`src/rtl/sead_fault_injector.sv`:
```
// Multi-channel fault-injection sequencer for SEAD-protected state: corrupts read-path
// words by programmable mask/mode/window and times the checker's detection latency.
module sead_fault_injector #(
  parameter int WIDTH    = 32,
  parameter int CHANNELS = 2,
  parameter int CH_W     = 1,
  parameter int CNT_W    = 16,
  parameter int TIMEOUT  = 1000
) (
  input  logic                      clk,
  input  logic                      reset,
  input  logic                      cfg_we,
  input  logic [CH_W-1:0]           cfg_ch,
  input  logic [1:0]                cfg_mode,
  input  logic [WIDTH-1:0]          cfg_mask,
  input  logic [CNT_W-1:0]          cfg_delay,
  input  logic [CNT_W-1:0]          cfg_dur,
  input  logic                      arm,
  input  logic [CHANNELS*WIDTH-1:0] data_in,
  output logic [CHANNELS*WIDTH-1:0] data_out,
  input  logic                      err_detect,
  output logic                      busy,
  output logic                      done,
  output logic                      detected,
  output logic                      false_alarm,
  output logic                      timed_out,
  output logic [CNT_W-1:0]          det_latency
);

  typedef enum logic [1:0] {S_IDLE, S_RUN, S_DONE} state_e;
  typedef enum logic [1:0] {MODE_OFF, MODE_FLIP, MODE_SA0, MODE_SA1} mode_e;

  localparam logic [CNT_W-1:0] TO_LAST = CNT_W'(TIMEOUT - 1);

  state_e           state_q, state_d;
  mode_e            mode_q  [CHANNELS];
  logic [WIDTH-1:0] mask_q  [CHANNELS];
  logic [CNT_W-1:0] delay_q [CHANNELS];
  logic [CNT_W-1:0] dur_q   [CHANNELS];

  logic [CNT_W-1:0] cnt_q, cnt_d;
  logic             first_vld_q, first_vld_d;
  logic [CNT_W-1:0] first_q, first_d;
  logic             detected_q, detected_d;
  logic             false_alarm_q, false_alarm_d;
  logic             timed_out_q, timed_out_d;
  logic [CNT_W-1:0] latency_q, latency_d;

  logic [CHANNELS-1:0] active;
  logic                any_active;
  logic                start;
  logic                cfg_wr;
  logic                det_hit;
  logic                to_hit;

  function automatic logic [WIDTH-1:0] corrupt(input mode_e m, input logic [WIDTH-1:0] d,
                                               input logic [WIDTH-1:0] mk);
    case (m)
      MODE_FLIP: return d ^ mk;
      MODE_SA0:  return d & ~mk;
      MODE_SA1:  return d | mk;
      default:   return d;
    endcase
  endfunction

  // The window end is one bit wider so delay + dur never wraps back below cnt.
  for (genvar c = 0; c < CHANNELS; c++) begin : g_ch
    logic [CNT_W:0] win_end;
    assign win_end   = {1'b0, delay_q[c]} + {1'b0, dur_q[c]};
    assign active[c] = (state_q == S_RUN) && (mode_q[c] != MODE_OFF) &&
                       (cnt_q >= delay_q[c]) &&
                       ((dur_q[c] == '0) || ({1'b0, cnt_q} < win_end));
    assign data_out[c*WIDTH +: WIDTH] = active[c]
        ? corrupt(mode_q[c], data_in[c*WIDTH +: WIDTH], mask_q[c])
        : data_in[c*WIDTH +: WIDTH];
  end

  assign any_active = |active;
  assign start      = (state_q != S_RUN) && arm;
  assign cfg_wr     = cfg_we && (state_q != S_RUN) && (32'(cfg_ch) < CHANNELS);
  assign det_hit    = err_detect && (first_vld_q || any_active);
  assign to_hit     = (cnt_q == TO_LAST);

  // NOTE: the config words are a handful of flops, not a RAM, so they reset like any other state.
  always_ff @(posedge clk or posedge reset) begin
    if (reset) begin
      for (int c = 0; c < CHANNELS; c++) begin
        mode_q[c]  <= MODE_OFF;
        mask_q[c]  <= '0;
        delay_q[c] <= '0;
        dur_q[c]   <= '0;
      end
    end else begin
      for (int c = 0; c < CHANNELS; c++) begin
        if (cfg_wr && (cfg_ch == CH_W'(c))) begin
          mode_q[c]  <= mode_e'(cfg_mode);
          mask_q[c]  <= cfg_mask;
          delay_q[c] <= cfg_delay;
          dur_q[c]   <= cfg_dur;
        end
      end
    end
  end

  // NOTE: sequential blocks use <= so every flop samples pre-edge values regardless of order.
  always_ff @(posedge clk or posedge reset) begin
    if (reset) state_q <= S_IDLE;
    else       state_q <= state_d;
  end

  always_comb begin
    state_d = state_q;
    case (state_q)
      S_IDLE, S_DONE: if (arm) state_d = S_RUN;
      S_RUN:          if (err_detect || to_hit) state_d = S_DONE;
      default:        state_d = S_IDLE;
    endcase
  end

  always_comb begin
    busy = (state_q == S_RUN);
    done = (state_q == S_DONE);
  end

  // NOTE: every _d takes its hold value first so no path through this block infers a latch.
  always_comb begin
    cnt_d         = cnt_q;
    first_vld_d   = first_vld_q;
    first_d       = first_q;
    detected_d    = detected_q;
    false_alarm_d = false_alarm_q;
    timed_out_d   = timed_out_q;
    latency_d     = latency_q;
    if (start) begin
      cnt_d         = '0;
      first_vld_d   = 1'b0;
      first_d       = '0;
      detected_d    = 1'b0;
      false_alarm_d = 1'b0;
      timed_out_d   = 1'b0;
      latency_d     = '0;
    end else if (state_q == S_RUN) begin
      if (cnt_q != '1) cnt_d = cnt_q + 1'b1;
      if (any_active && !first_vld_q) begin
        first_vld_d = 1'b1;
        first_d     = cnt_q;
      end
      if (det_hit) begin
        detected_d = 1'b1;
        latency_d  = first_vld_q ? (cnt_q - first_q) : '0;
      end else if (err_detect) begin
        false_alarm_d = 1'b1;
      end else if (to_hit) begin
        timed_out_d = 1'b1;
      end
    end
  end

  always_ff @(posedge clk or posedge reset) begin
    if (reset) begin
      cnt_q         <= '0;
      first_vld_q   <= 1'b0;
      first_q       <= '0;
      detected_q    <= 1'b0;
      false_alarm_q <= 1'b0;
      timed_out_q   <= 1'b0;
      latency_q     <= '0;
    end else begin
      cnt_q         <= cnt_d;
      first_vld_q   <= first_vld_d;
      first_q       <= first_d;
      detected_q    <= detected_d;
      false_alarm_q <= false_alarm_d;
      timed_out_q   <= timed_out_d;
      latency_q     <= latency_d;
    end
  end

  assign detected    = detected_q;
  assign false_alarm = false_alarm_q;
  assign timed_out   = timed_out_q;
  assign det_latency = latency_q;

endmodule
```
`config.mk`:
```
export PLATFORM = sky130hd
export DESIGN_NAME = sead_fault_injector
export DESIGN_NICKNAME = d
export VERILOG_FILES = /design/src/rtl/sead_fault_injector.sv
export SDC_FILE = /design/constraint.sdc
export NUM_CORES = 1
export LEC_CHECK = 0
export BUFFER_PORTS_ARGS = -buffer_cell sky130_fd_sc_hd__clkbuf_2
export CORE_MARGIN = 1
export CORE_UTILIZATION = 50
export CTS_CLUSTER_DIAMETER = 80
export DETAILED_ROUTE_END_ITERATION = 6
export PLACE_DENSITY_LB_ADDON = 0.3
export SLEW_MARGIN = 20
export SYNTH_ARGS = -nofsm -noshare
export SYNTH_HDL_FRONTEND = slang
export SYNTH_SLANG_ARGS = --single-unit
```
`constraint.sdc`:
```
create_clock -name clk -period 6.65 [get_ports clk]
set_clock_uncertainty 0.15 [all_clocks]
set_input_delay 0.3325 -clock clk [delete_from_list [all_inputs] [get_ports clk]]
set_output_delay 0.3325 -clock clk [all_outputs]
set_load 0.1 [all_outputs]
```
# ---- After elaboration in Yosys (flattened, before gate mapping)
# Index checks and enable logic that the tools add are counted.
dict set report totals {
  register_bits 186
  input_bits 136
  out_inout_bits 85
}
dict set report op_classes {
  addsub 4
  magnitude_cmp 4
  n_eq_ne 15
  mux 32
  bitwise_logic 9
  n_reduce_logical 36
}
# op n
set ops {}
lappend ops {{$pmux 32 s3} 2}
lappend ops {{$mux 16} 10}
lappend ops {{$and 32x32->32} 2}
lappend ops {{$mux 32} 2}
lappend ops {{$not 32->32} 2}
lappend ops {{$or 32x32->32} 2}
lappend ops {{$xor 32x32->32} 2}
lappend ops {{$add 16x16->17} 2}
lappend ops {{$lt 16x17->1} 2}
lappend ops {{$ge 16x16->1} 2}
lappend ops {{$logic_not 16->1} 2}
lappend ops {{$add 16x1->16 const B} 1}
lappend ops {{$eq 16x10->1 const B} 1}
lappend ops {{$ne 16x16->1 const B} 1}
lappend ops {{$reduce_bool 2->1} 8}
lappend ops {{$sub 16x16->16} 1}
lappend ops {{$mux 1} 15}
lappend ops {{$logic_and 1x1->1} 12}
lappend ops {{$eq 2x2->1 const B} 5}
lappend ops {{$reduce_and 2->1} 4}
lappend ops {{$eq 2x1->1 const B} 3}
lappend ops {{$ne 2x1->1 const B} 3}
lappend ops {{$logic_or 1x1->1} 4}
lappend ops {{$mux 2} 2}
lappend ops {{other kinds (8)} 10}

# ---- Depth between registers and ports, before layout
# Gate-level depths: netlist of run 1.
dict set report depth {
  ltp_word 10
  mapped_depth 20
}

# ---- Worst setup path after synthesis of run 1
# No wires, ideal clock.
dict set report synth_path {
  path_kind {register to output}
  from {reg delay_q[16] (netlist bit)}
  to {out data_out[23]}
  t_arrival_ps 5428
  required_time_ps 6168
  setup_slack_ps 740
  path_stages_with_launch 21
  cell_sequence {dfrtp_1 > ha_1 > fa_1 > a211oi_1 > nor2_1 > nor2_1 > nor2_1 > a21o_1 > a21oi_1 > xor2_1 > ha_1 > a21o_1 > a211oi_1 > o2111ai_1 > o21ai_0 > a211oi_2 > nor2_1 > clkbuf_1 > buf_2 > nor2_1 > a21oi_1}
}
dict set report synth_via {
  elab_chain_len 5
}
# item line
set synth_rtl {}
lappend synth_rtl {{from (decl)} 38} ;# logic [CNT_W-1:0] delay_q [CHANNELS];
lappend synth_rtl {{from (signal, indexed assignment)} 98} ;# delay_q[c] <= cfg_delay;
lappend synth_rtl {{$add 16x16->17} 69} ;# assign win_end = {1'b0, delay_q[c]} + {1'b0, dur_q[c]};
lappend synth_rtl {{$lt 16x17->1} 72} ;# ((dur_q[c] == '0) || ({1'b0, cnt_q} < win_end));
lappend synth_rtl {{$logic_or 1x1->1} 72}
lappend synth_rtl {{$logic_and 1x1->1 *} 71} ;# (cnt_q >= delay_q[c]) &&
lappend synth_rtl {{$mux 32 *} 74} ;# ? corrupt(mode_q[c], data_in[c*WIDTH +: WIDTH], mask_q[c])
lappend synth_rtl {{to (decl)} 20} ;# output logic [CHANNELS*WIDTH-1:0] data_out,
# Every way passes the cells marked *; elsewhere a longest branch is shown, timed or not.

# ---- Worst setup path in the final report of run 1
dict set report layout_path {
  from {reg delay_q[16] (netlist bit)}
  to {out data_out[19]}
}
# The elaborated chain is that of the path after synthesis.

==> results of run 1 <==
path summary, 6_finish.rpt:
kind                                          from                     endpoint  slack (ns)  cells past startpoint
setup reg to reg            delay_q[1]$_DFFE_PP0P_  det_latency[11]$_DFFE_PP0P_        1.79                     17
setup / recovery           delay_q[16]$_DFFE_PP0P_                 data_out[19]        0.85                     20
hold / removal                        cfg_delay[5]      delay_q[21]$_DFFE_PP0P_        0.01                      2
min in group asynchronous                    reset       mask_q[58]$_DFFE_PP0P_        0.40                      3
hold reg to reg            false_alarm$_DFFE_PP0P_      false_alarm$_DFFE_PP0P_        0.33                      2
max in group asynchronous                    reset      delay_q[31]$_DFFE_PP0P_        4.66                      4
state kept, by name (all words and copies together), names as in the netlist:
register	count
first_vld_q	1
false_alarm	1
first_q	16
detected	1
det_latency	16
dur_q	32
delay_q	32
cnt_q	16
timed_out	1
mask_q	64
state_q	2
mode_q	4
what timing repair did:
action                                 4_1_cts  5_1_grt
gates resized for setup                      0        0
hold buffers                                43        0
endpoints found under the hold margin      184        0
power by group:
part / total, mW / switching (mW) / internal [mW]
Sequential: 1.63 / 0.232 / 1.40
Clock: 0.976 / 0.476 / 0.500
Combinational: 2.80 / 1.63 / 1.17
worst max-delay path: stages (launching register included):
cell	delay, ns
sky130_fd_sc_hd__dfrtp_1	0.41
sky130_fd_sc_hd__ha_1	0.23
sky130_fd_sc_hd__fa_1	0.42
sky130_fd_sc_hd__a211oi_1	0.33
sky130_fd_sc_hd__nor2_1	0.11
sky130_fd_sc_hd__nor2_1	0.14
sky130_fd_sc_hd__nor2_1	0.08
sky130_fd_sc_hd__a21o_1	0.19
sky130_fd_sc_hd__a21oi_1	0.17
sky130_fd_sc_hd__xor2_1	0.19
sky130_fd_sc_hd__ha_1	0.28
sky130_fd_sc_hd__a21o_1	0.17
sky130_fd_sc_hd__a211oi_1	0.30
sky130_fd_sc_hd__o2111ai_1	0.17
sky130_fd_sc_hd__o21ai_0	0.23
sky130_fd_sc_hd__a211oi_2	0.12
sky130_fd_sc_hd__nor2_4	0.19
sky130_fd_sc_hd__buf_4	0.42
sky130_fd_sc_hd__nor2_1	0.08
sky130_fd_sc_hd__a21oi_1	0.15
sky130_fd_sc_hd__clkbuf_2	0.48
layer usage:
layer,track usage [%],vias to the layer above,share of wire (%)
li1,-,5986,-
met1,33.6,5933,46
met2,42.8,299,47
met3,3.33,60,3.9
met4,7.96,0,2.2
met5,0,-,0
cells by family after synthesis:
logic type / share of synthesized area [%]
adders and majority gates: 20.7
DFF: 31.8
and+or+nand+nor: 9.67
xor gates and xnor gates: 2.93
buffers and inverters: 7.36
muxes: 12.1
AOI/OAI and AO/OA: 15.5
layout make-up:
cell class / instances / area [sq um] / share of cell area [%]
Inverter: 215 / 815 / 4.76
Multi-Input combinational cell: 1123 / 8960 / 52.4
Clock inverter: 13 / 111 / 0.651
Timing Repair Buffer: 278 / 1650 / 9.63
Clock buffer: 19 / 443 / 2.59
Sequential cell: 186 / 4660 / 27.2
Tap cell: 384 / 480 / 2.81
synthesized netlist by cell type, drive strengths merged, types with 4 or more instances:
cell type,count
o21bai,4
nor3,14
inv,214
nor4,11
a21o,18
a22o,15
nand4,15
mux2i,27
mux2,133
a2111oi,5
nor2b,11
nand3,20
and3,6
nor2,169
buf,15
nand2,49
o211ai,6
a22oi,64
a211oi,9
and4,4
xnor2,28
o21ai,35
a31oi,8
clkbuf,51
or3,4
dfrtp,186
xor2,21
nand2b,6
ha,238
o21a,7
a21oi,157
per-stage QoR:
stage	cell area, sq um	utilization (%)
2_1_floorplan	14700	-
3_3_place_gp	16100	56.0
3_5_place_dp	16100	56.0
4_1_cts	17100	59.5
5_1_grt	17100	59.5
6_report	17100	59.5
==> out/qor_table.md, run 1 <==
| Metric | Reported | Unit |
| --- | --- | --- |
| H-Tree Depth | 4 | - |
| Peak supply drop | 198 | uV |
| Wire length per cell after detailed routing | 16.7 | microns |
| Path category of the worst min-delay check | primary input to register | - |
| Iteration-0 DRC Markers | 662 | - |
| Register area share after synthesis | 31.8 | % |
| Io pins | 221 | - |
| Maximum Capacitance Violations | 0 | - |
| Number of storage elements in the synthesis netlist | 186 | - |
| Number of routed nets with antenna violations | 0 | - |
| Fraction of layout cells with a size suffix above 1 | 22.6 | % |
| Maximum clock frequency | 172 | MHz |
| Type of element capturing the critical path | primary output | - |
| Commonest non-fill, non-tap cells in the layout | sky130_fd_sc_hd__ha_1 (238), sky130_fd_sc_hd__clkbuf_2 (220), sky130_fd_sc_hd__inv_1 (213), sky130_fd_sc_hd__dfrtp_1 (184), sky130_fd_sc_hd__nor2_1 (168) | - |
| Maximum net fanout on the critical path | 41 | - |
| Floorplan die height | 173 | microns |
| Synthesis-to-finish area growth | 16.8 | % |
| Number of global-route vias before repair | 12,477 | - |
| Proportion of register bits with asynchronous set or reset after synthesis | 100 | % |
| Placed cells | 2,143 | - |
| Slew at the pin closest to its max-slew limit | 1.04 | ns |
| Grt ovf | 0 | - |
| Count of mapped cells out of synthesis | 1,590 | - |
| Antenna cell count | 0 | - |
| Most area-hungry cell type in the Yosys netlist | sky130_fd_sc_hd__dfrtp_1 | - |
| Top cell type's share of synthesized area | 31.8 | % |
| Vias per cell | 5.54 | - |
| Clock-pin slew of the registers on the worst-case setup and hold paths | 0.07 | ns |
| Total Die Area | 30,000 | sq um |
| CTS Sinks | 186 | - |
| DRC errors left | 0 | - |
| Crit Path Class | register to primary output | - |
| Total of buffers placed on input and output ports | 220 | - |
| Required time at the worst-slack endpoint | 6.17 | ns |
| Overall power consumption | 5.40 | mW |
| Worst slew margin relative to its limit | 30.5 | % |
| Total wire length after detailed routing | 37.1 | mm |
| Finished Layout Cells | 2,218 | - |
| Final HPWL from detailed placement | 27.7 | mm |
| Net count after synthesis | 1,967 | - |
| Clock tree from TritonCTS | built | - |
| Number of antenna violations at the first check in global routing | 0 | - |
| Synth area leaders | sky130_fd_sc_hd__dfrtp_1 (32%), sky130_fd_sc_hd__ha_1 (20%), sky130_fd_sc_hd__mux2_2 (10%) | - |
| Total Nets Final | 2,198 | - |
| Total number of yosys warnings | 0 | - |
| # setup viols final | 0 | - |
| First-pass detailed-route iteration total | 5 | - |
| Number of distinct library cells after synthesis | 65 | - |
| Wire length of the first global-routing pass | 61.4 | mm |
| # Post-CTS Setup Buffers | 0 | - |
| Result of the run | complete, no violations | - |
| Final hold violation count | 0 | - |
| Top_reg_cell synth | sky130_fd_sc_hd__dfrtp_1 | - |
| Maximum number of pins on one net before global-route repair | 110 | - |
| Category of the worst setup path launch point | register | - |
| Standard-cell rows | 62 | - |
| Power Dens Cells | 316 | nW/um^2 |
| Total routing usage reported by global routing | 25.3 | % |
| Post-route clock period utilization | 87.3 | % |
| Cell at the root of the clock tree | sky130_fd_sc_hd__clkbuf_16 | - |
| Leading cell type in the layout, fill and taps excluded | sky130_fd_sc_hd__ha_1 | - |
| Final-layout fill cell count | 2,521 | - |
| Critical path data arrival time | 5.32 | ns |
| Total negative slack | 0 | ns |
| Final WS setup | 0.847 | ns |
| Clk_lat worst skew | 0.44 | ns |
| Synthesized area per cell | 9.22 | sq um |
| Unrepaired setup endpoints after global routing | false | - |
| CTS Buf Count | 17 | - |
| Number of max-slew violations in the final report | 0 | - |
| Post-Route Hold Slack | 0.0109 | ns |
| Initial cell density of the core | 50.9 | % |
| Global placer's final weighted congestion | 0.861 | - |
| Final worst path period need | 5.80 | ns |
| Leakage Power | 8.92 | nW |
| Total vias in the final route | 12,278 | - |
| Setup WS pre-CTS | 1.36 | ns |
| Longest Clk Path Bufs | 2 | - |
| Core Box Area | 28,800 | sq um |
| Cell Area, Synth | 14,700 | sq um |
| Width of the die | 173 | microns |
| Count of flip-flops with a built-in enable after synthesis | 0 | - |
Power figures use the tool's default switching activity.
==> run 2: changes to the inputs <==
--- a/config.mk
+++ b/config.mk
@@ -11,5 +11,6 @@
 export CTS_CLUSTER_DIAMETER = 80
 export DETAILED_ROUTE_END_ITERATION = 6
-export PLACE_DENSITY_LB_ADDON = 0.3
+export MAX_ROUTING_LAYER = met4
+export PLACE_DENSITY = 0.71
 export SLEW_MARGIN = 20
 export SYNTH_ARGS = -nofsm -noshare
==> constraint.sdc (replaced) <==
create_clock -name clk -period 6.65 [get_ports clk]
set_clock_uncertainty 0.15 [all_clocks]
set_input_delay 0 -clock clk [delete_from_list [all_inputs] [get_ports clk]]
set_output_delay 0 -clock clk [all_outputs]
set_load 0.1 [all_outputs]
==> out/qor_table.md, run 2 (synthesized netlist as in run 1, its figures left out) <==
| Metric | Reported | Unit | vs previous |
| --- | --- | --- | --- |
| Total Die Area | 30,000 | sq um | unchanged |
| Peak supply drop | 178 | uV | -10% |
| Worst slew margin relative to its limit | 26.5 | % | -4.0 points |
| Cell at the root of the clock tree | sky130_fd_sc_hd__clkbuf_16 | - |  |
| Type of element capturing the critical path | primary output | - |  |
| Commonest non-fill, non-tap cells in the layout | sky130_fd_sc_hd__ha_1 (238), sky130_fd_sc_hd__clkbuf_2 (220), sky130_fd_sc_hd__inv_1 (213), sky130_fd_sc_hd__dfrtp_1 (184), sky130_fd_sc_hd__nor2_1 (168) | - |  |
| Core Box Area | 28,800 | sq um | unchanged |
| Antenna cell count | 0 | - | unchanged |
| Standard-cell rows | 62 | - | unchanged |
| CTS Sinks | 186 | - | unchanged |
| Total of buffers placed on input and output ports | 220 | - | unchanged |
| Maximum clock frequency | 174 | MHz | +1.1% |
| Overall power consumption | 5.58 | mW | +3.3% |
| Global placer's final weighted congestion | 0.889 | - | +3.2% |
| Total Nets Final | 2,222 | - | +1.1% |
| Io pins | 221 | - | unchanged |
| Required time at the worst-slack endpoint | 6.50 | ns | +0.33 ns |
| Leakage Power | 9.05 | nW | +1.4% |
| Wire length of the first global-routing pass | 62.0 | mm | +0.89% |
| Storage element area | 4660 | sq um | unchanged |
| Wire length per cell after detailed routing | 16.8 | microns | +0.64% |
| Final hold violation count | 0 | - | unchanged |
| Iteration-0 DRC Markers | 688 | - | +3.9% |
| Total negative slack | 0 | ns | unchanged |
| Result of the run | complete, no violations | - |  |
| DRC errors left | 0 | - | unchanged |
| Number of global-route vias before repair | 12,415 | - | -0.50% |
| Placed cells | 2,140 | - | -0.14% |
| Floorplan die height | 173 | microns | unchanged |
| Register-to-register path setup slack | 1.50 | ns | -0.29 ns |
| Clk_lat worst skew | 0.44 | ns | about the same |
| Unrepaired setup endpoints after global routing | false | - |  |
| Initial cell density of the core | 50.9 | % | unchanged |
| Clock-pin slew of the registers on the worst-case setup and hold paths | 0.08 | ns | about the same |
| Maximum Capacitance Violations | 0 | - | unchanged |
| Number of max-slew violations in the final report | 0 | - | unchanged |
| Final WS setup | 0.911 | ns | +0.0646 ns |
| Final-layout fill cell count | 2,471 | - | -2.0% |
| Post-route clock period utilization | 86.3 | % | -0.97 points |
| Vias per cell | 5.52 | - | -0.19% |
| First-pass detailed-route iteration total | 5 | - | unchanged |
| Biggest regs | mask_q x64, delay_q x32, dur_q x32 | - |  |
| Slew at the pin closest to its max-slew limit | 1.10 | ns | +0.0599 ns |
| Fraction of layout cells with a size suffix above 1 | 22.2 | % | -0.45 points |
| CTS Buf Count | 17 | - | unchanged |
| Crit Path Class | register to primary output | - |  |
| Total wire length after detailed routing | 37.7 | mm | +1.7% |
| Clock tree from TritonCTS | built | - |  |
| Total vias in the final route | 12,387 | - | +0.89% |
| Number of flip-flops in the largest register | 64 | - | unchanged |
| Leading cell type in the layout, fill and taps excluded | sky130_fd_sc_hd__ha_1 | - |  |
| Maximum net fanout on the critical path | 37 | - | -9.8% |
| # setup viols final | 0 | - | unchanged |
| Final worst path period need | 5.74 | ns | -0.0646 ns |
| Longest Clk Path Bufs | 2 | - | unchanged |
| Top reg by flops | mask_q | - |  |
| Total routing usage reported by global routing | 26.5 | % | +1.2 points |
| Synthesis-to-finish area growth | 18.8 | % |  |
| Number of cells upsized or downsized after cts | 0 | - | unchanged |
| Finished Layout Cells | 2,242 | - | +1.1% |
| Number of antenna violations at the first check in global routing | 0 | - | unchanged |
| Core occupancy in the finished layout | 60.5 | % | +1.0 points |
| Setup WS pre-CTS | 1.47 | ns | +0.110 ns |
| Number of routed nets with antenna violations | 0 | - | unchanged |
| Power Dens Cells | 321 | nW/um^2 | +1.5% |
| Grt ovf | 0 | - | unchanged |
| Final HPWL from detailed placement | 27.9 | mm | +0.91% |
| Path category of the worst min-delay check | primary input to asynchronous set/reset pin | - |  |
| Category of the worst setup path launch point | register | - |  |
| Area taken by multi-input logic gates | 8960 | sq um | unchanged |
| H-Tree Depth | 4 | - | unchanged |
| Width of the die | 173 | microns | unchanged |
| Critical path data arrival time | 5.59 | ns | +0.27 ns |
| Maximum number of pins on one net before global-route repair | 118 | - | +7.3% |
-- run 2: cell count changes in the layout (fill, tap and decap cells not counted) --
cell and change:
sky130_fd_sc_hd__dlygate4sd3_1 +27, sky130_fd_sc_hd__buf_4 -2, sky130_fd_sc_hd__bufinv_16 +2, sky130_fd_sc_hd__clkinvlp_4 -2
sky130_fd_sc_hd__buf_6 -1, sky130_fd_sc_hd__clkinv_4 -1, sky130_fd_sc_hd__inv_8 +1
-- run 2: report_power, final --
group,total [mW],leakage [nW],switching (mW),internal (mW)
logic,2.88,6.46,1.69,1.19
clock network,1.06,0.295,0.481,0.578
registers,1.64,2.29,0.245,1.40
-- run 2: final timing paths --
path                                          endpoint                  start  cells after the start
max                                       data_out[18]  dur_q[16]$_DFFE_PP0P_                     20
min                             mask_q[58]$_DFFE_PP0P_                  reset                      3
max reg2reg                det_latency[15]$_DFFE_PP0P_  dur_q[16]$_DFFE_PP0P_                     19
min reg2reg                       detected$_DFFE_PP0P_   detected$_DFFE_PP0P_                      2
max in group asynchronous      delay_q[24]$_DFFE_PP0P_                  reset                      4
min in group clk                  dur_q[7]$_DFFE_PP0P_             cfg_dur[7]                      3
-- run 2: routing by layer --
metal | global-route usage, % | vias to the layer above | part of all wire, %
met5 | - | - | 0
met4 | 8.81 | 0 | 2.3
met3 | 2.70 | 57 | 4.0
met2 | 42.3 | 332 | 47
met1 | 35.3 | 5974 | 47
li1 | - | 6024 | -
-- run 2: per-stage QoR --
stage          area (sq um)  hold slack [ns]
6_report              17400           0.0374
5_1_grt               17400            0.187
3_5_place_dp          16100           0.0688
3_3_place_gp          16100           0.0531
4_1_cts               17400            0.148
2_1_floorplan         14700          -0.0335
-- run 2: cell type report --
cell class | instances | area share, %
Multi-Input combinational cell | 1123 | 51.5
Sequential cell | 186 | 26.8
Timing Repair Buffer | 302 | 10.9
Inverter | 215 | 4.68
Tap cell | 384 | 2.76
Clock buffer | 19 | 2.54
Clock inverter | 13 | 0.913
-- run 2: what timing repair did --
action,in CTS,in global routing
hold endpoints to repair,255,0
buffers inserted,0,0
hold buffers,70,0
-- run 2: critical path, cell delays in order, from the launching register on --
cell and delay (ns):
sky130_fd_sc_hd__dfrtp_1 0.42, sky130_fd_sc_hd__ha_1 0.23, sky130_fd_sc_hd__fa_1 0.42, sky130_fd_sc_hd__a211oi_1 0.30
sky130_fd_sc_hd__nor2_1 0.12, sky130_fd_sc_hd__nor2_1 0.11, sky130_fd_sc_hd__nor2_1 0.07, sky130_fd_sc_hd__a21o_1 0.19
sky130_fd_sc_hd__a21oi_1 0.17, sky130_fd_sc_hd__xor2_1 0.16, sky130_fd_sc_hd__ha_1 0.27, sky130_fd_sc_hd__a21o_1 0.17
sky130_fd_sc_hd__a211oi_1 0.35, sky130_fd_sc_hd__o2111ai_1 0.16, sky130_fd_sc_hd__o21ai_0 0.31, sky130_fd_sc_hd__a211oi_2 0.15
sky130_fd_sc_hd__nor2_4 0.37, sky130_fd_sc_hd__buf_4 0.44, sky130_fd_sc_hd__nor2_1 0.07, sky130_fd_sc_hd__a21oi_1 0.15
sky130_fd_sc_hd__clkbuf_2 0.49
